--- src/rtl/tpu_scheduler_pkg.sv ---
// Shared types for the tpu_scheduler command front-end: response status codes
// and scheduler FSM state encodings.
package tpu_scheduler_pkg;

   localparam int unsigned DEF_ADDR_WIDTH = 16;

   typedef enum logic [1:0] {
      STAT_OK      = 2'd0,
      STAT_REJECT  = 2'd1,
      STAT_TIMEOUT = 2'd2
   } status_e;

   typedef enum logic [1:0] {
      SCH_IDLE   = 2'd0,
      SCH_LAUNCH = 2'd1,
      SCH_RUN    = 2'd2,
      SCH_RESP   = 2'd3
   } sch_state_e;

endpackage

--- src/rtl/tpu_scheduler_cmd_fifo.sv ---
// Synchronous command queue: registered count, no bypass, head read straight
// from storage so a push is visible at the head on the following cycle.
module cmd_fifo #(
   parameter int unsigned WIDTH = 8,
   parameter int unsigned DEPTH = 4
) (
   input  logic             clk_i,
   input  logic             rst_ni,
   input  logic             push_i,
   input  logic             pop_i,
   input  logic [WIDTH-1:0] data_i,
   output logic [WIDTH-1:0] head_c,
   output logic             full_c,
   output logic             empty_c
);

   localparam int unsigned PTR_W = $clog2(DEPTH);
   localparam int unsigned CNT_W = PTR_W + 1;

   logic [WIDTH-1:0] mem [DEPTH];
   logic [PTR_W-1:0] wr_ptr_q, rd_ptr_q;
   logic [CNT_W-1:0] count_q;
   logic             push_ok, pop_ok;

   assign full_c  = (count_q == CNT_W'(DEPTH));
   assign empty_c = (count_q == '0);
   assign push_ok = push_i && !full_c;
   assign pop_ok  = pop_i && !empty_c;
   assign head_c  = mem[rd_ptr_q];

   // Pointers wrap naturally because DEPTH is a power of two.
   always_ff @(posedge clk_i or negedge rst_ni) begin
      if (!rst_ni) begin
         wr_ptr_q <= '0;
         rd_ptr_q <= '0;
         count_q  <= '0;
      end else begin
         if (push_ok) wr_ptr_q <= wr_ptr_q + PTR_W'(1);
         if (pop_ok)  rd_ptr_q <= rd_ptr_q + PTR_W'(1);
         case ({push_ok, pop_ok})
            2'b10:   count_q <= count_q + CNT_W'(1);
            2'b01:   count_q <= count_q - CNT_W'(1);
            default: count_q <= count_q;
         endcase
      end
   end

   always_ff @(posedge clk_i) begin
      if (push_ok) mem[wr_ptr_q] <= data_i;
   end

endmodule

--- src/rtl/tpu_scheduler.sv ---
// Command front-end for the tpu core: queues matmul commands, launches them one
// at a time, and returns a tagged OK/REJECT/TIMEOUT response for each.
module tpu_scheduler
   import tpu_scheduler_pkg::*;
#(
   parameter int unsigned ADDR_WIDTH = DEF_ADDR_WIDTH,
   parameter int unsigned TAG_WIDTH  = 4,
   parameter int unsigned FIFO_DEPTH = 4,
   parameter int unsigned TIMEOUT    = 65535
) (
   input  logic                  clk_i,
   input  logic                  rst_ni,
   input  logic                  cmd_valid_i,
   output logic                  cmd_ready_o,
   input  logic [ADDR_WIDTH-1:0] cmd_m_i,
   input  logic [ADDR_WIDTH-1:0] cmd_k_i,
   input  logic [ADDR_WIDTH-1:0] cmd_n_i,
   input  logic [ADDR_WIDTH-1:0] cmd_base_addra_i,
   input  logic [ADDR_WIDTH-1:0] cmd_base_addrb_i,
   input  logic [ADDR_WIDTH-1:0] cmd_base_addrp_i,
   input  logic [TAG_WIDTH-1:0]  cmd_tag_i,
   output logic                  rsp_valid_o,
   input  logic                  rsp_ready_i,
   output logic [TAG_WIDTH-1:0]  rsp_tag_o,
   output logic [1:0]            rsp_status_o,
   output logic                  tpu_start_o,
   input  logic                  tpu_valid_i,
   output logic [ADDR_WIDTH-1:0] tpu_m_o,
   output logic [ADDR_WIDTH-1:0] tpu_k_o,
   output logic [ADDR_WIDTH-1:0] tpu_n_o,
   output logic [ADDR_WIDTH-1:0] tpu_base_addra_o,
   output logic [ADDR_WIDTH-1:0] tpu_base_addrb_o,
   output logic [ADDR_WIDTH-1:0] tpu_base_addrp_o,
   output logic                  busy_o,
   output logic                  fault_o
);

   localparam int unsigned DATA_W = 6 * ADDR_WIDTH + TAG_WIDTH;
   localparam int unsigned WD_W   = $clog2(TIMEOUT);

   logic [DATA_W-1:0]     head_c;
   logic                  full_c, empty_c, pop_c;
   logic [ADDR_WIDTH-1:0] h_m, h_k, h_n, h_a, h_b, h_p;
   logic [TAG_WIDTH-1:0]  h_tag;

   sch_state_e            state_q, state_d;
   logic [ADDR_WIDTH-1:0] m_q, k_q, n_q, a_q, b_q, p_q;
   logic [TAG_WIDTH-1:0]  rsp_tag_q;
   status_e               rsp_status_q, rsp_status_c;
   logic                  rsp_load_c, fault_set_c;
   logic                  rsp_valid_q, start_q, busy_q, fault_q;
   logic [WD_W-1:0]       wd_q;

   cmd_fifo #(
      .WIDTH (DATA_W),
      .DEPTH (FIFO_DEPTH)
   ) u_cmd_fifo (
      .clk_i   (clk_i),
      .rst_ni  (rst_ni),
      .push_i  (cmd_valid_i),
      .pop_i   (pop_c),
      .data_i  ({cmd_m_i, cmd_k_i, cmd_n_i, cmd_base_addra_i,
                 cmd_base_addrb_i, cmd_base_addrp_i, cmd_tag_i}),
      .head_c  (head_c),
      .full_c  (full_c),
      .empty_c (empty_c)
   );

   assign {h_m, h_k, h_n, h_a, h_b, h_p, h_tag} = head_c;

   // Next-state and transfer decode.
   always_comb begin
      state_d      = state_q;
      pop_c        = 1'b0;
      rsp_load_c   = 1'b0;
      rsp_status_c = STAT_OK;
      fault_set_c  = 1'b0;
      case (state_q)
         SCH_IDLE: begin
            if (!empty_c && !fault_q) begin
               pop_c = 1'b1;
               if (h_m == '0 || h_k == '0 || h_n == '0) begin
                  state_d      = SCH_RESP;
                  rsp_load_c   = 1'b1;
                  rsp_status_c = STAT_REJECT;
               end else begin
                  state_d = SCH_LAUNCH;
               end
            end
         end
         SCH_LAUNCH: state_d = SCH_RUN;
         SCH_RUN: begin
            // Completion takes priority over a coincident watchdog expiry.
            if (tpu_valid_i) begin
               state_d    = SCH_RESP;
               rsp_load_c = 1'b1;
            end else if (wd_q == WD_W'(TIMEOUT - 1)) begin
               state_d      = SCH_RESP;
               rsp_load_c   = 1'b1;
               rsp_status_c = STAT_TIMEOUT;
               fault_set_c  = 1'b1;
            end
         end
         SCH_RESP: begin
            if (rsp_ready_i) state_d = SCH_IDLE;
         end
         default: state_d = SCH_IDLE;
      endcase
   end

   always_ff @(posedge clk_i or negedge rst_ni) begin
      if (!rst_ni) begin
         state_q      <= SCH_IDLE;
         {m_q, k_q, n_q, a_q, b_q, p_q} <= '0;
         rsp_tag_q    <= '0;
         rsp_status_q <= STAT_OK;
         rsp_valid_q  <= 1'b0;
         start_q      <= 1'b0;
         busy_q       <= 1'b0;
         fault_q      <= 1'b0;
         wd_q         <= '0;
      end else begin
         state_q     <= state_d;
         rsp_valid_q <= (state_d == SCH_RESP);
         start_q     <= (state_d == SCH_LAUNCH);
         busy_q      <= (state_d != SCH_IDLE);
         fault_q     <= fault_q | fault_set_c;
         if (pop_c) begin
            {m_q, k_q, n_q, a_q, b_q, p_q} <= {h_m, h_k, h_n, h_a, h_b, h_p};
            rsp_tag_q <= h_tag;
         end
         if (rsp_load_c) rsp_status_q <= rsp_status_c;
         if (state_q == SCH_LAUNCH)   wd_q <= '0;
         else if (state_q == SCH_RUN) wd_q <= wd_q + WD_W'(1);
      end
   end

   assign cmd_ready_o      = !full_c;
   assign rsp_valid_o      = rsp_valid_q;
   assign rsp_tag_o        = rsp_tag_q;
   assign rsp_status_o     = rsp_status_q;
   assign tpu_start_o      = start_q;
   assign tpu_m_o          = m_q;
   assign tpu_k_o          = k_q;
   assign tpu_n_o          = n_q;
   assign tpu_base_addra_o = a_q;
   assign tpu_base_addrb_o = b_q;
   assign tpu_base_addrp_o = p_q;
   assign busy_o           = busy_q;
   assign fault_o          = fault_q;

endmodule

--- config.mk ---
export PLATFORM = sky130hd
export DESIGN_NAME = tpu_scheduler
export DESIGN_NICKNAME = d
export VERILOG_FILES = /design/src/rtl/tpu_scheduler_pkg.sv /design/src/rtl/tpu_scheduler_cmd_fifo.sv /design/src/rtl/tpu_scheduler.sv
export SDC_FILE = /design/constraint.sdc
export NUM_CORES = 1
export LEC_CHECK = 0
export ABC_AREA = 1
export CAP_MARGIN = 20
export CORE_AREA = 2 2 176 247
export DETAILED_ROUTE_END_ITERATION = 12
export DIE_AREA = 0 0 178 249
export GPL_ROUTABILITY_DRIVEN = 0
export PLACE_DENSITY = 0.76
export SLEW_MARGIN = 15
export SYNTH_ARGS = -nofsm -noshare
export SYNTH_HDL_FRONTEND = slang
export SYNTH_HIERARCHICAL = 1
export SYNTH_SLANG_ARGS = --single-unit
--- constraint.sdc ---
create_clock -name clk_i -period 4.9 [get_ports clk_i]
set_input_delay 0.49 -clock clk_i [delete_from_list [all_inputs] [get_ports clk_i]]
set_output_delay 0.49 -clock clk_i [all_outputs]
set_load 0.02 [all_outputs]
* Word level (Yosys, flattened, before mapping)
Memories as Yosys holds them, arrays and structs flattened.
Cells that the tools add are included.
** Cells by class
- Add/sub/neg operators :: 5
- Magnitude comparators :: 0
- Div/mod/pow operators :: 0
- Multiplexer cells :: 25
- Multiply operators :: 0
- Equal/unequal tests :: 9
- Bitwise logic cells :: 1
- Reductions and logical operators :: 16
- Shift operators :: 0
** Operators by type and width (count)
- $logic_not A16 Y1 :: 3
- $mux W16 :: 2
- $add A16 B1 Y16 const B :: 1
- $eq A16 B16 Y1 const B :: 1
- $mux W2 :: 7
- $mux W1 :: 12
- $eq A2 B2 Y1 const B :: 4
- $pmux W2 S4 :: 1
- $eq A2 B1 Y1 const B :: 3
- $pmux W3 S2 :: 1
- $reduce_bool A2 Y1 :: 3
- $add A2 B1 Y2 const B :: 2
- $pmux W2 S2 :: 1
- $add A3 B1 Y3 const B :: 1
- $eq A3 B3 Y1 const B :: 1
- $logic_and A1 B1 Y1 :: 3
- $logic_not A1 Y1 :: 3
- $logic_not A3 Y1 :: 1
- $sub A3 B1 Y3 const B :: 1
- $logic_not A2 Y1 :: 1
- $logic_or A1 B1 Y1 :: 2
- $pmux W1 S2 :: 1
- $or A1 B1 Y1 :: 1
** Word-level totals
- Memories :: 1
- ROM bits :: 0
- Output and inout bits :: 107
- Word-level logic and storage cells :: 74
- Latch bits :: 0
- Input bits :: 105
- Register bits after elaboration :: 131
- Memory bits (writable) :: 400
** Memory list
- u_cmd_fifo.mem :: depth 4, width 100, read ports 1, clocked after memory_dff 0, wr ports 1, RTL line tpu_scheduler_cmd_fifo.sv:20 : logic [WIDTH-1:0] mem [DEPTH];

* Logic depth before layout (Yosys ltp)
- Depth after elaboration :: 8
- Gate-level depth with buffers :: 17
- Mapped depth without buffers :: 16

* Hierarchy
The synthesis kept the hierarchy.
** By module, submodules not included
- cmd_fifo :: cells an instance 1228, area each 16450.8 µm², times used 1, seq. area each 12186.7 µm²
- tpu_scheduler :: cells an instance 636, area each 5291.3 µm², times used 1, seq. area each 3103.0 µm²

* Worst setup path after synthesis
No wires, ideal clock.
- Kind :: register to register
- Start :: register u_cmd_fifo.count_q[0]
- End :: memory u_cmd_fifo/mem[0][0] (netlist name) (enable)
- Buffers on the path :: 0
- Path slack :: -0.528 ns
- Cell stages (with the launch flop) :: 5
- Clock period less this slack :: 5.428 ns
- Required time :: 4.340 ns
- Data arrival time :: 4.868 ns
- Library setup time :: 0.560 ns
- Cell sequence :: dfrtp_1 inv_1 nand3_1 nand2_1 nor2_1
** Between the ends
- Cells in the longest elaborated chain, start to end :: 5
** Ends and longest elaborated chain
- from (decl) :: RTL line tpu_scheduler_cmd_fifo.sv:22 : logic [CNT_W-1:0] count_q;
- from (signal assigned) :: RTL line tpu_scheduler_cmd_fifo.sv:41 : 2'b10: count_q <= count_q + CNT_W'(1);
- from (signal assigned) :: RTL line tpu_scheduler_cmd_fifo.sv:42 : 2'b01: count_q <= count_q - CNT_W'(1);
- from (signal assigned) :: RTL line tpu_scheduler_cmd_fifo.sv:43 : default: count_q <= count_q;
- $eq A3 B3 Y1 :: RTL line tpu_scheduler_cmd_fifo.sv:25 : assign full_c = (count_q == CNT_W'(DEPTH));
- $logic_not A1 Y1 :: RTL line tpu_scheduler_cmd_fifo.sv:27 : assign push_ok = push_i && !full_c;
- $logic_and A1 B1 Y1 :: RTL line tpu_scheduler_cmd_fifo.sv:27
- $mux W1 :: RTL line tpu_scheduler_cmd_fifo.sv:49 : if (push_ok) mem[wr_ptr_q] <= data_i;
- $mux W1 (implied by the code) :: RTL line tpu_scheduler_cmd_fifo.sv:49
- to (decl) :: RTL line tpu_scheduler_cmd_fifo.sv:20
No other way between the ends.

* Final worst setup path
- Start :: register u_cmd_fifo.rd_ptr_q[0]
- End :: register rsp_valid_q (netlist: rsp_valid_o)
** Between the ends
- Cells in the longest elaborated chain, start to end :: 8
- Elaborated cells on any way between the ends :: 10
- Classes of those cells :: eq/ne: 1; mux: 3; reduce/logical: 5; memory: 1
** Ends and longest elaborated chain
- from (decl) :: RTL line tpu_scheduler_cmd_fifo.sv:21 : logic [PTR_W-1:0] wr_ptr_q, rd_ptr_q;
- from (signal assigned) :: RTL line tpu_scheduler_cmd_fifo.sv:39 : if (pop_ok) rd_ptr_q <= rd_ptr_q + PTR_W'(1);
- $mem_v2 Z4 W100
- via head_c[86] :: RTL line tpu_scheduler.sv:41 : logic [DATA_W-1:0] head_c;
- $logic_not A16 Y1 :: RTL line tpu_scheduler.sv:82 : if (h_m == '0 || h_k == '0 || h_n == '0) begin
- $logic_or A1 B1 Y1 (2 in a row) :: RTL line tpu_scheduler.sv:82
- $mux W2 :: RTL line tpu_scheduler.sv:82
- $mux W2 :: RTL line tpu_scheduler.sv:80 : if (!empty_c && !fault_q) begin
- $pmux W2 S4 :: RTL line tpu_scheduler.sv:78 : case (state_q)
- via state_d[1] :: RTL line tpu_scheduler.sv:46 : sch_state_e state_q, state_d;
- $eq A2 B2 Y1 :: RTL line tpu_scheduler.sv:124 : rsp_valid_q <= (state_d == SCH_RESP);
- to (signal assigned) :: RTL line tpu_scheduler.sv:124
- to (decl) :: RTL line tpu_scheduler.sv:51 : logic rsp_valid_q, start_q, busy_q, fault_q;
The timed path passes the listed nets, and every way through them passes these cells.
A chain may end at the register's enable or synchronous reset.

==> metrics.md <==
| Metric | Value |
|---|---|
| Outcome | completed |
| Drt wl/cell | 17.5 µm |
| Hold Buf Count CTS | 0 |
| GR Layer Usage met3 | 0.0386 |
| CTS tree | yes |
| Max-cap viol count | 0 |
| Final nets | 2,177 |
| Worst skew pair latency | 0.56 ns |
| Via count | 13,900 |
| Final min period | 3.33 ns |
| Peak VDD IR | 313 µV |
| Mapped Area | 21,700 µm² |
| Met2 Usage GRT | 0.374 |
| Area taken by flip-flops and latches | 15,300 µm² |
| Synth-to-Final Area Change | 18.6% |
| Initial Util | 0.518 |
| Slew headroom | 0.322 |
| Fin worst setup slack | 1.57 ns |
| Row cnt | 89 |
| GRT overflow | 0 |
| Synth top area share | 0.552 |
| Final Non-Filler Cells | 2,650 |
| Ys async rst share | 0.247 |
| Most common cell after layout, fill and taps aside | nand2_1 |
| Worst Hold Class | input pin to asynchronous set/reset pin |
| Crit path capture type | flop |
| Met1 usage | 0.258 |
| Area of the multi-input gates | 4830 µm² |
| Antenna violations before repair | 7 |
| # fillers | 3,161 |
| Post-synth top area cell | edfxtp_1 |
| Leak Pwr | 11.1 nW |
| Final period util | 0.679 |
| Final setup vio count | 0 |
| Num CTS Buffers | 49 |
| Mean post-synth cell area | 11.7 µm² |
| Final Max Tran Viols | 0 |
| Pin count of the biggest net entering global routing | 188 |
| Initial DRC count | 760 |
| CTS H-Tree Depth | 2 |
| Detailed Routing Iterations Pass 1 | 5 |
| Total power | 11.1 mW |
| Bufs on Longest Clock Path | 3 |
| Cells after Synth | 1,864 |
| #FFs+latches synth | 531 |
| Clock root cell | clkbuf_16 |
| R2R setup slack | 1.57 ns |
| Clock skew | 0.0200 ns |
| Fmax | 0.301 GHz |
| Register area share after synthesis | 0.703 |
| Placed cell area | 24,100 µm² |
| YS warnings | 6 |
| Post-DRT Antenna Nets | 0 |
| Gr usage total | 0.213 |
| Postcts setup bufs | 0 |
| First-pass GRT wire length | 73,300 µm |
| Non-Filler Cell Area, Final | 25,800 µm² |
| Req. time, crit path | 5.40 ns |
| Predominant post-synthesis flop cell | edfxtp_1 |
| Die Y | 249 µm |
| Worst-Margin Slew | 1.01 ns |
| Post-synth net total | 1,981 |
| Core area | 42,000 µm² |
| Buffers on Ports | 211 |
| RSZ-0062 raised after global routing | no |
| Vias in the first global route | 14,000 |
| PD cells | 429 nW/µm² |
| Die area | 44,300 µm² |
| Most used routing layer | met2 |
| Setup crit start kind | flop |
| Crit path max fanout | 187 |
| Die Span X | 178 µm |
| Routed WL | 46,400 µm |
| Sink Count | 531 |
| Layout cells sized above 1 | 0.0605 |
| Critical Path AT | 3.83 ns |
| Most frequent cells in the layout | nand2_1, edfxtp_1, inv_1 |
| Synth cell types | 36 |
| Post-synth EDFFs | 400 |
| Fin. Hold Viols | 0 |
| DP HPWL | 28,600 µm |
| IO Pins | 212 |
| Cts repair resizes | 0 |
| Clk pin slew, worst setup/hold paths | 0.06 ns |
| Setup WS pre-CTS | 1.67 ns |
| Via-per-instance ratio | 5.23 |
| Placed Instances | 2,555 |
| CP Class | flop to flop |
| Largest cells by area after synthesis | edfxtp_1, dfrtp_1, nand2_1 |
| # DRC | 0 |
## power breakdown
group / switching, mW / internal (mW) / leakage (nW) / total (mW)
sequential: 0.185 / 5.62 / 5.47 / 5.80
combinational: 0.945 / 0.406 / 4.80 / 1.35
clock: 1.59 / 2.32 / 0.826 / 3.91
## state kept, by name, summed over array words and instances, names as in the netlist, 16 cells and up
signal	count
tpu_base_addra_o	16
tpu_base_addrb_o	16
tpu_base_addrp_o	16
tpu_k_o	16
tpu_m_o	16
tpu_n_o	16
u_cmd_fifo/mem	400
wd_q	16
## per-layer routing
layer  share of wire  wire [µm]  up-vias
met5          0.0011         51        -
met3           0.059       2730       89
met4           0.030       1380        8
met1            0.39      18200     6720
li1                -          -     6628
met2            0.52      24100      417
## cell usage after synthesis, drive strengths merged (2+ instances only)
master	instances
nand2	654
edfxtp	400
inv	252
o211ai	200
dfrtp	131
buf	78
nor2	54
nand3	23
o21ai	16
a21oi	14
ha	11
clkbuf	10
nor3	8
nand4	4
o31ai	2
## worst paths after layout
path	start	endpoint	cells past startpoint
worst max register to register	u_cmd_fifo/rd_ptr_q[0]	rsp_valid_o	14
max in group asynchronous	rst_ni	tpu_m_o[4]	2
worst min-delay path	rst_ni	tpu_k_o[7]	1
worst min register to register	tpu_k_o[11]	tpu_k_o[11]	2
worst max-delay path	u_cmd_fifo/rd_ptr_q[0]	rsp_valid_o	14
min in group clk_i	tpu_k_o[11]	tpu_k_o[11]	2
## through the flow
step,setup TNS [ns],hold slack (ns),util
after detailed placement,0,0.458,0.574
after floorplan,-211.34,0.194,-
after global routing,0,0.109,0.614
after CTS,0,0.0628,0.614
after global placement,0,0.453,0.573
final,0,0.0583,0.614
## cells by family (layout without fill, tap and decap cells)
kind of cell    count (synthesis)  count (layout)  share of synthesized area
other cells                     0               4                          0
fa+ha+maj                      12              12                    0.00725
simple gates                  746             746                      0.136
flops                         531             531                      0.703
compound gates                233             233                     0.0770
buf+inv                       340             576                     0.0758
xor+xnor                        2               2                   0.000806
## area by class of cell
cell class,count,share of cell area
diodes,4,0.000388
clock buffers,67,0.0555
clock inverters,24,0.0100
inverters,252,0.0372
multi-input cells,993,0.188
flip-flops and latches,531,0.593
well taps,546,0.0265
repair buffers,233,0.0898
## critical path, cell delays in order (launching register included)
cell,delay [ns]
dfrtp_1,0.45
inv_8,0.67
buf_4,0.72
nand2_1,0.14
o211ai_1,0.13
nand2_1,0.13
nor2_1,0.15
nand2_1,0.07
nor2_1,0.08
nand2_1,0.09
nand3_1,0.12
nand2_1,0.10
nand2_1,0.17
nand2_1,0.09
inv_1,0.06
Power figures use the tool's default switching activity.
